===== src/rtl/simon_pkg.sv =====
// Shared definitions for the Simon sequence player: colour codes,
// colour-to-LED mapping, FSM state encoding and the default sequence length.
package simon_pkg;

    localparam int MAX_LEN = 16;

    localparam logic [1:0] COL_GREEN  = 2'b00;
    localparam logic [1:0] COL_RED    = 2'b01;
    localparam logic [1:0] COL_YELLOW = 2'b10;
    localparam logic [1:0] COL_BLUE   = 2'b11;

    typedef enum logic [1:0] {
        ST_IDLE = 2'b00,
        ST_ON   = 2'b01,
        ST_OFF  = 2'b10,
        ST_DONE = 2'b11
    } state_t;

    // 2-bit colour code to one-hot LED drive
    function automatic logic [3:0] colour_onehot(input logic [1:0] c);
        logic [3:0] oh;
        oh = 4'b0000;
        case (c)
            COL_GREEN:  oh = 4'b0001;
            COL_RED:    oh = 4'b0010;
            COL_YELLOW: oh = 4'b0100;
            COL_BLUE:   oh = 4'b1000;
            default:    oh = 4'b0000;
        endcase
        return oh;
    endfunction

endpackage


===== src/rtl/edge_sync.sv =====
// Two-flop synchronizer followed by a registered rising-edge detector.
// The pulse appears 3 clk after the asynchronous input rises.
module edge_sync (
    input  logic clk,
    input  logic rst,
    input  logic in,
    output logic pulse
);

    logic r_meta;
    logic r_sync;
    logic r_prev;
    logic r_pulse;

    // Synchronize, remember previous level, register the edge pulse
    always_ff @(posedge clk or posedge rst) begin
        if (rst) begin
            r_meta  <= 1'b0;
            r_sync  <= 1'b0;
            r_prev  <= 1'b0;
            r_pulse <= 1'b0;
        end else begin
            r_meta  <= in;
            r_sync  <= r_meta;
            r_prev  <= r_sync;
            r_pulse <= r_sync & ~r_prev;
        end
    end

    assign pulse = r_pulse;

endmodule


===== src/rtl/simon_sequence_player.sv =====
// Plays a latched sequence of colours on a one-hot LED output, timing each
// lit/dark phase in ticks derived from a slow clock sampled as data.
module simon_sequence_player
    import simon_pkg::*;
#(
    parameter int ON_TICKS  = 3,
    parameter int OFF_TICKS = 1,
    parameter int MAX_LEN   = simon_pkg::MAX_LEN
) (
    input  logic        clk,
    input  logic        rst,
    input  logic        slow_clk,
    input  logic        start,
    input  logic        abort,
    input  logic [4:0]  seq_len,
    input  logic [31:0] seq_data,
    output logic [3:0]  led,
    output logic        busy,
    output logic        done,
    output logic [3:0]  step
);

    localparam int CNT_MAX = (ON_TICKS > OFF_TICKS) ? ON_TICKS : OFF_TICKS;
    localparam int CNT_W   = (CNT_MAX < 2) ? 1 : $clog2(CNT_MAX + 1);
    localparam logic [CNT_W-1:0] ON_LAST  = CNT_W'(ON_TICKS - 1);
    localparam logic [CNT_W-1:0] OFF_LAST = CNT_W'(OFF_TICKS - 1);
    localparam logic [4:0]       LEN_CAP  = 5'(MAX_LEN);

    state_t           r_state, w_state_nxt;
    logic [3:0]       r_step,  w_step_nxt;
    logic [CNT_W-1:0] r_cnt,   w_cnt_nxt;
    logic [31:0]      r_data,  w_data_nxt;
    logic [4:0]       r_len,   w_len_nxt;
    logic [3:0]       r_led,   w_led_nxt;
    logic             r_done,  w_done_nxt;

    logic             w_tick;
    logic [4:0]       w_len_eff;
    logic [3:0]       w_step_inc;
    logic [1:0]       w_col_inc;
    logic             w_last;

    edge_sync u_tick (
        .clk   (clk),
        .rst   (rst),
        .in    (slow_clk),
        .pulse (w_tick)
    );

    assign w_len_eff  = (seq_len > LEN_CAP) ? LEN_CAP : seq_len;
    assign w_step_inc = r_step + 4'd1;
    assign w_col_inc  = 2'(r_data >> {w_step_inc, 1'b0});
    assign w_last     = ({1'b0, r_step} == (r_len - 5'd1));

    // State and datapath registers
    always_ff @(posedge clk or posedge rst) begin
        if (rst) begin
            r_state <= ST_IDLE;
            r_step  <= '0;
            r_cnt   <= '0;
            r_data  <= '0;
            r_len   <= '0;
            r_led   <= '0;
            r_done  <= 1'b0;
        end else begin
            r_state <= w_state_nxt;
            r_step  <= w_step_nxt;
            r_cnt   <= w_cnt_nxt;
            r_data  <= w_data_nxt;
            r_len   <= w_len_nxt;
            r_led   <= w_led_nxt;
            r_done  <= w_done_nxt;
        end
    end

    // Next-state logic; LED value is computed one step ahead so it is registered
    always_comb begin
        w_state_nxt = r_state;
        w_step_nxt  = r_step;
        w_cnt_nxt   = r_cnt;
        w_data_nxt  = r_data;
        w_len_nxt   = r_len;
        w_led_nxt   = r_led;
        w_done_nxt  = 1'b0;

        case (r_state)
            ST_IDLE: begin
                w_led_nxt = 4'b0000;
                // ticks arriving while idle (including the start cycle) are dropped
                if (start) begin
                    w_data_nxt = seq_data;
                    w_len_nxt  = w_len_eff;
                    w_step_nxt = '0;
                    w_cnt_nxt  = '0;
                    if (w_len_eff == 5'd0) begin
                        w_state_nxt = ST_DONE;
                    end else begin
                        w_state_nxt = ST_ON;
                        w_led_nxt   = colour_onehot(seq_data[1:0]);
                    end
                end
            end
            ST_ON: begin
                if (w_tick) begin
                    if (r_cnt == ON_LAST) begin
                        w_state_nxt = ST_OFF;
                        w_cnt_nxt   = '0;
                        w_led_nxt   = 4'b0000;
                    end else begin
                        w_cnt_nxt = r_cnt + CNT_W'(1);
                    end
                end
            end
            ST_OFF: begin
                if (w_tick) begin
                    if (r_cnt == OFF_LAST) begin
                        w_cnt_nxt = '0;
                        if (w_last) begin
                            w_state_nxt = ST_DONE;
                        end else begin
                            w_step_nxt  = w_step_inc;
                            w_state_nxt = ST_ON;
                            w_led_nxt   = colour_onehot(w_col_inc);
                        end
                    end else begin
                        w_cnt_nxt = r_cnt + CNT_W'(1);
                    end
                end
            end
            ST_DONE: begin
                w_led_nxt   = 4'b0000;
                w_done_nxt  = 1'b1;
                w_state_nxt = ST_IDLE;
            end
            default: begin
                w_state_nxt = ST_IDLE;
                w_led_nxt   = 4'b0000;
            end
        endcase

        // abort wins over everything, including a same-cycle start
        if (abort) begin
            w_state_nxt = ST_IDLE;
            w_led_nxt   = 4'b0000;
            w_done_nxt  = 1'b0;
        end
    end

    assign led  = r_led;
    assign busy = (r_state == ST_ON) || (r_state == ST_OFF);
    assign done = r_done;
    assign step = r_step;

endmodule


===== config.mk =====
export PLATFORM = sky130hd
export DESIGN_NAME = simon_sequence_player
export DESIGN_NICKNAME = d
export VERILOG_FILES = /design/src/rtl/simon_pkg.sv /design/src/rtl/edge_sync.sv /design/src/rtl/simon_sequence_player.sv
export SDC_FILE = /design/constraint.sdc
export NUM_CORES = 1
export LEC_CHECK = 0
export ABC_AREA = 1
export CAP_MARGIN = 20
export CORE_AREA = 4 4 72 90
export CTS_BUF_LIST = sky130_fd_sc_hd__clkbuf_4 sky130_fd_sc_hd__clkbuf_8 sky130_fd_sc_hd__clkbuf_16
export CTS_CLUSTER_SIZE = 10
export DETAILED_ROUTE_END_ITERATION = 10
export DIE_AREA = 0 0 76 94
export PLACE_DENSITY = 0.78
export SYNTH_ARGS = -nofsm -noshare
export SYNTH_HDL_FRONTEND = slang
export SYNTH_SLANG_ARGS = --single-unit
export TNS_END_PERCENT = 100

===== constraint.sdc =====
create_clock -name clk -period 2 [get_ports clk]
set_input_delay 0.5 -clock clk [delete_from_list [all_inputs] [get_ports clk]]
set_output_delay 0.5 -clock clk [all_outputs]
set_load 0.005 [all_outputs]

==> key figures <==
Worst setup path
  • Slack of the worst reg-to-reg path: 100 ps
  • WP data arrival: 1410 ps
  • R2R depth: 12
  • Crit path largest cell delay: 580 ps
  • Kind of critical path: reg2out
  • CP endpoint kind: output pin
  • Crit path launch type: register
  • Worst path bufs/invs: 1
  • Crit path max-delay family: buffers and inverters
  • CP required: 1500 ps
  • Reg2reg end: r_state[1]$_DFFE_PP0P_
  • Worst r2r src: r_state[1]$_DFFE_PP0P_
  • WP depth: 1
  • Crit path max fanout: 6
  • Critical Path Slowest Stage Cell: clkdlybuf4s50_1
  • Critical-path cell list: clkdlybuf4s50_1

Die
  • Die width: 76 µm
  • IO Count: 52
  • Core Footprint: 0.00570 mm²
  • Die Span Y: 94 µm
  • Row cnt: 31
  • Initial Utilization: 50.3%
  • Die Area: 0.00714 mm²

Power and ir drop
  • Worst VDD drop: 0.000639 V
  • Share of total power in sequential cells: 36.9%
  • Leak pwr: 1.74 nW
  • Internal power: 2.70 mW
  • Proportion of total power due to net switching: 38.6%
  • Psw: 1.70 mW
  • Clk pwr share: 17.1%
  • PD cells: 1220 mW/mm²
  • Logic pwr share: 46.0%

Clocking
  • CTS tree: done
  • Clock sink total: 54
  • H-tree depth: 2
  • Clock Tree Root: clkbuf_8
  • Worst-Skew Late Latency: 300 ps
  • Clock slew at reported path FFs: 90 ps
  • Clock Path Buffers: 2
  • TritonCTS Buffers: 5

Timing
  • Slew @ Worst Pin: 357 ps
  • Post-Route Setup TNS: 0 ps
  • Max Clock Skew: 9.48 ps
  • Final WS setup: 92.6 ps
  • Slew Limit Fails: 0
  • Slew headroom: 76.0%
  • Fmax: 524 MHz
  • Setup violators final: 0
  • RSZ-0062 raised after global routing: false
  • Final min period: 1910 ps
  • Hold Violations, Final: 0
  • Period utilisation layout: 95.4%

Global routing
  • Antenna violations before repair: 0
  • Pin count of the biggest net entering global routing: 55
  • Vias in the first global route: 2613
  • Tot GR Track Use: 19.3%
  • First-pass GRT wire length: 11400 µm
  • Total congestion overflow: 0

Placed design
  • Port buffer count: 51
  • Routability Congestion: 0.858
  • Pre-CTS setup slack: 162 ps
  • Hpwl dp: 4680 µm

Drt
  • DR vias: 2487
  • DRT iter0 DRCs: 159
  • DR pass1 iterations: 4
  • Via density: 5.14
  • DRC: 0
  • Final WL: 6350 µm
  • WL per Instance: 13.1 µm
  • Detail Route Antenna Nets: 0

Worst hold path
  • Worst hold endpoint: u_tick.r_sync$_DFF_PP0_
  • Hold path cells: 0
  • Worst Hold Class: reg2reg
  • HP Start: u_tick.r_meta$_DFF_PP0_

Yosys
  • Yosys warns: 0
  • Synth Instances: 360
  • Top cells by area, synth: dfrtp_1, nand2_1, inv_1, nand3_1, o21ai_0
  • Post-synthesis sequential area ratio: 47.2%
  • Most area-hungry cell type in the Yosys netlist: dfrtp_1
  • Cell area after synthesis: 0.00287 mm²
  • Synth top area share: 47.2%
  • Register bit total from synthesis: 54
  • Post-Syn Nets: 413
  • Synth unique cells: 27
  • Post-Syn Area per Cell: 7.96 µm²

Outcome
  • Status: finished, final reports clean

Final layout
  • Share of cells above drive strength 1: 7.89%
  • Synthesis-to-finish area growth: 25.4%
  • Most frequent cells in the layout: nand2_1, inv_1, dfrtp_1
  • # diodes: 0
  • Layout net count: 470
  • Fillers: 503
  • Commonest non-fill, non-tap cell in the layout: nand2_1

Flow run
  • MaxCap Viol Count: 0
[final cells by class]
type | instances | area, µm² | area share [%]
Clock buffer | 7 | 83.8 | 2.33
Clock inverter | 1 | 30.0 | 0.836
Inverter | 58 | 218 | 6.06
Multi-Input combinational cell | 235 | 1220 | 33.8
Sequential cell | 54 | 1350 | 37.6
Tap cell | 66 | 82.6 | 2.30
Timing Repair Buffer | 63 | 612 | 17.0
[power by group through the flow]
| stage | registers [mW] | logic [mW] | clock network [mW] |
|---|---|---|---|
| 2_1_floorplan | 1.62 | 1.43 | 0 |
| 3_3_place_gp | 1.64 | 1.88 | 0 |
| 3_5_place_dp | 1.66 | 1.95 | 0 |
| 4_1_cts | 1.63 | 2.03 | 0.760 |
| 5_1_grt | 1.66 | 2.33 | 0.804 |
| 6_report | 1.62 | 2.02 | 0.751 |
[repair_timing]
action | CTS | global route
hold buffers | 0 | 0
endpoints found under the setup margin | 1 | 0
gates resized for setup | 3 | 0
buffers inserted | 2 | 0
[synthesized netlist by cell type (all sizes together)]
library cell,count
or2,1
a22o,2
nand3,41
clkbuf,3
a21oi,7
o21bai,1
buf,10
nor3,2
nand2,101
ha,11
nand4,1
o22ai,3
xor2,4
inv,58
xnor2,5
o21ai,41
dfrtp,54
nor2,14
nor3b,1
[cells by family after synthesis]
kind of cell	count (synthesis)	share of synthesized area, %
AOI/OAI and AO/OA	54	10.6
adders and majority gates	11	4.80
DFF	54	47.2
xor gates and xnor gates	9	3.01
and+or+nand+nor	161	23.6
buffers and inverters	71	10.8
[per-stage QoR]
stage,instance area (µm²),total power [mW],cells,hold slack [ps],utilization [%]
detailed placement,3450,3.61,474,346,60.6
global route,3590,4.80,484,379,63.0
global placement,3450,3.52,474,335,60.6
CTS,3590,4.42,484,366,63.0
finish,3590,4.40,484,363,63.0
floorplan,2870,3.06,360,331,-
[worst max-delay path by stage]
stage,start,end,slack (ps)
4_1_cts,step[2]$_DFFE_PP0P_,step[2],70
2_1_floorplan,rst,done$_DFF_PP0_,190
3_3_place_gp,r_state[1]$_DFFE_PP0P_,busy,210
3_5_place_dp,seq_len[2],r_state[1]$_DFFE_PP0P_,160
6_report,step[2]$_DFFE_PP0P_,step[2],90
5_1_grt,r_state[1]$_DFFE_PP0P_,r_state[1]$_DFFE_PP0P_,7
[registers in the layout (all words and copies together), names as in the netlist]
| register | count |
|---|---|
| r_state | 2 |
| r_cnt | 2 |
| u_tick.pulse | 1 |
| u_tick.r_prev | 1 |
| step | 4 |
| r_len | 5 |
| r_data | 32 |
| led | 4 |
| u_tick.r_sync | 1 |
| u_tick.r_meta | 1 |
| done | 1 |
[routing by layer]
metal	wire length (µm)	track usage [%]
met1	2560	22.0
met3	322	3.84
met5	0	0
met2	3300	33.8
met4	171	10.5
[worst register-to-register path, delay by kind of cell, from the launching register on]
family                   cells  cell delay [ps]
flip-flops                   1              410
buffers and inverters        2              270
adder cells (fa/ha/maj)      1              200
AO/OA/AOI/OAI                3              260
AND/OR/NAND/NOR              6              680
Power figures use the tool's default switching activity.
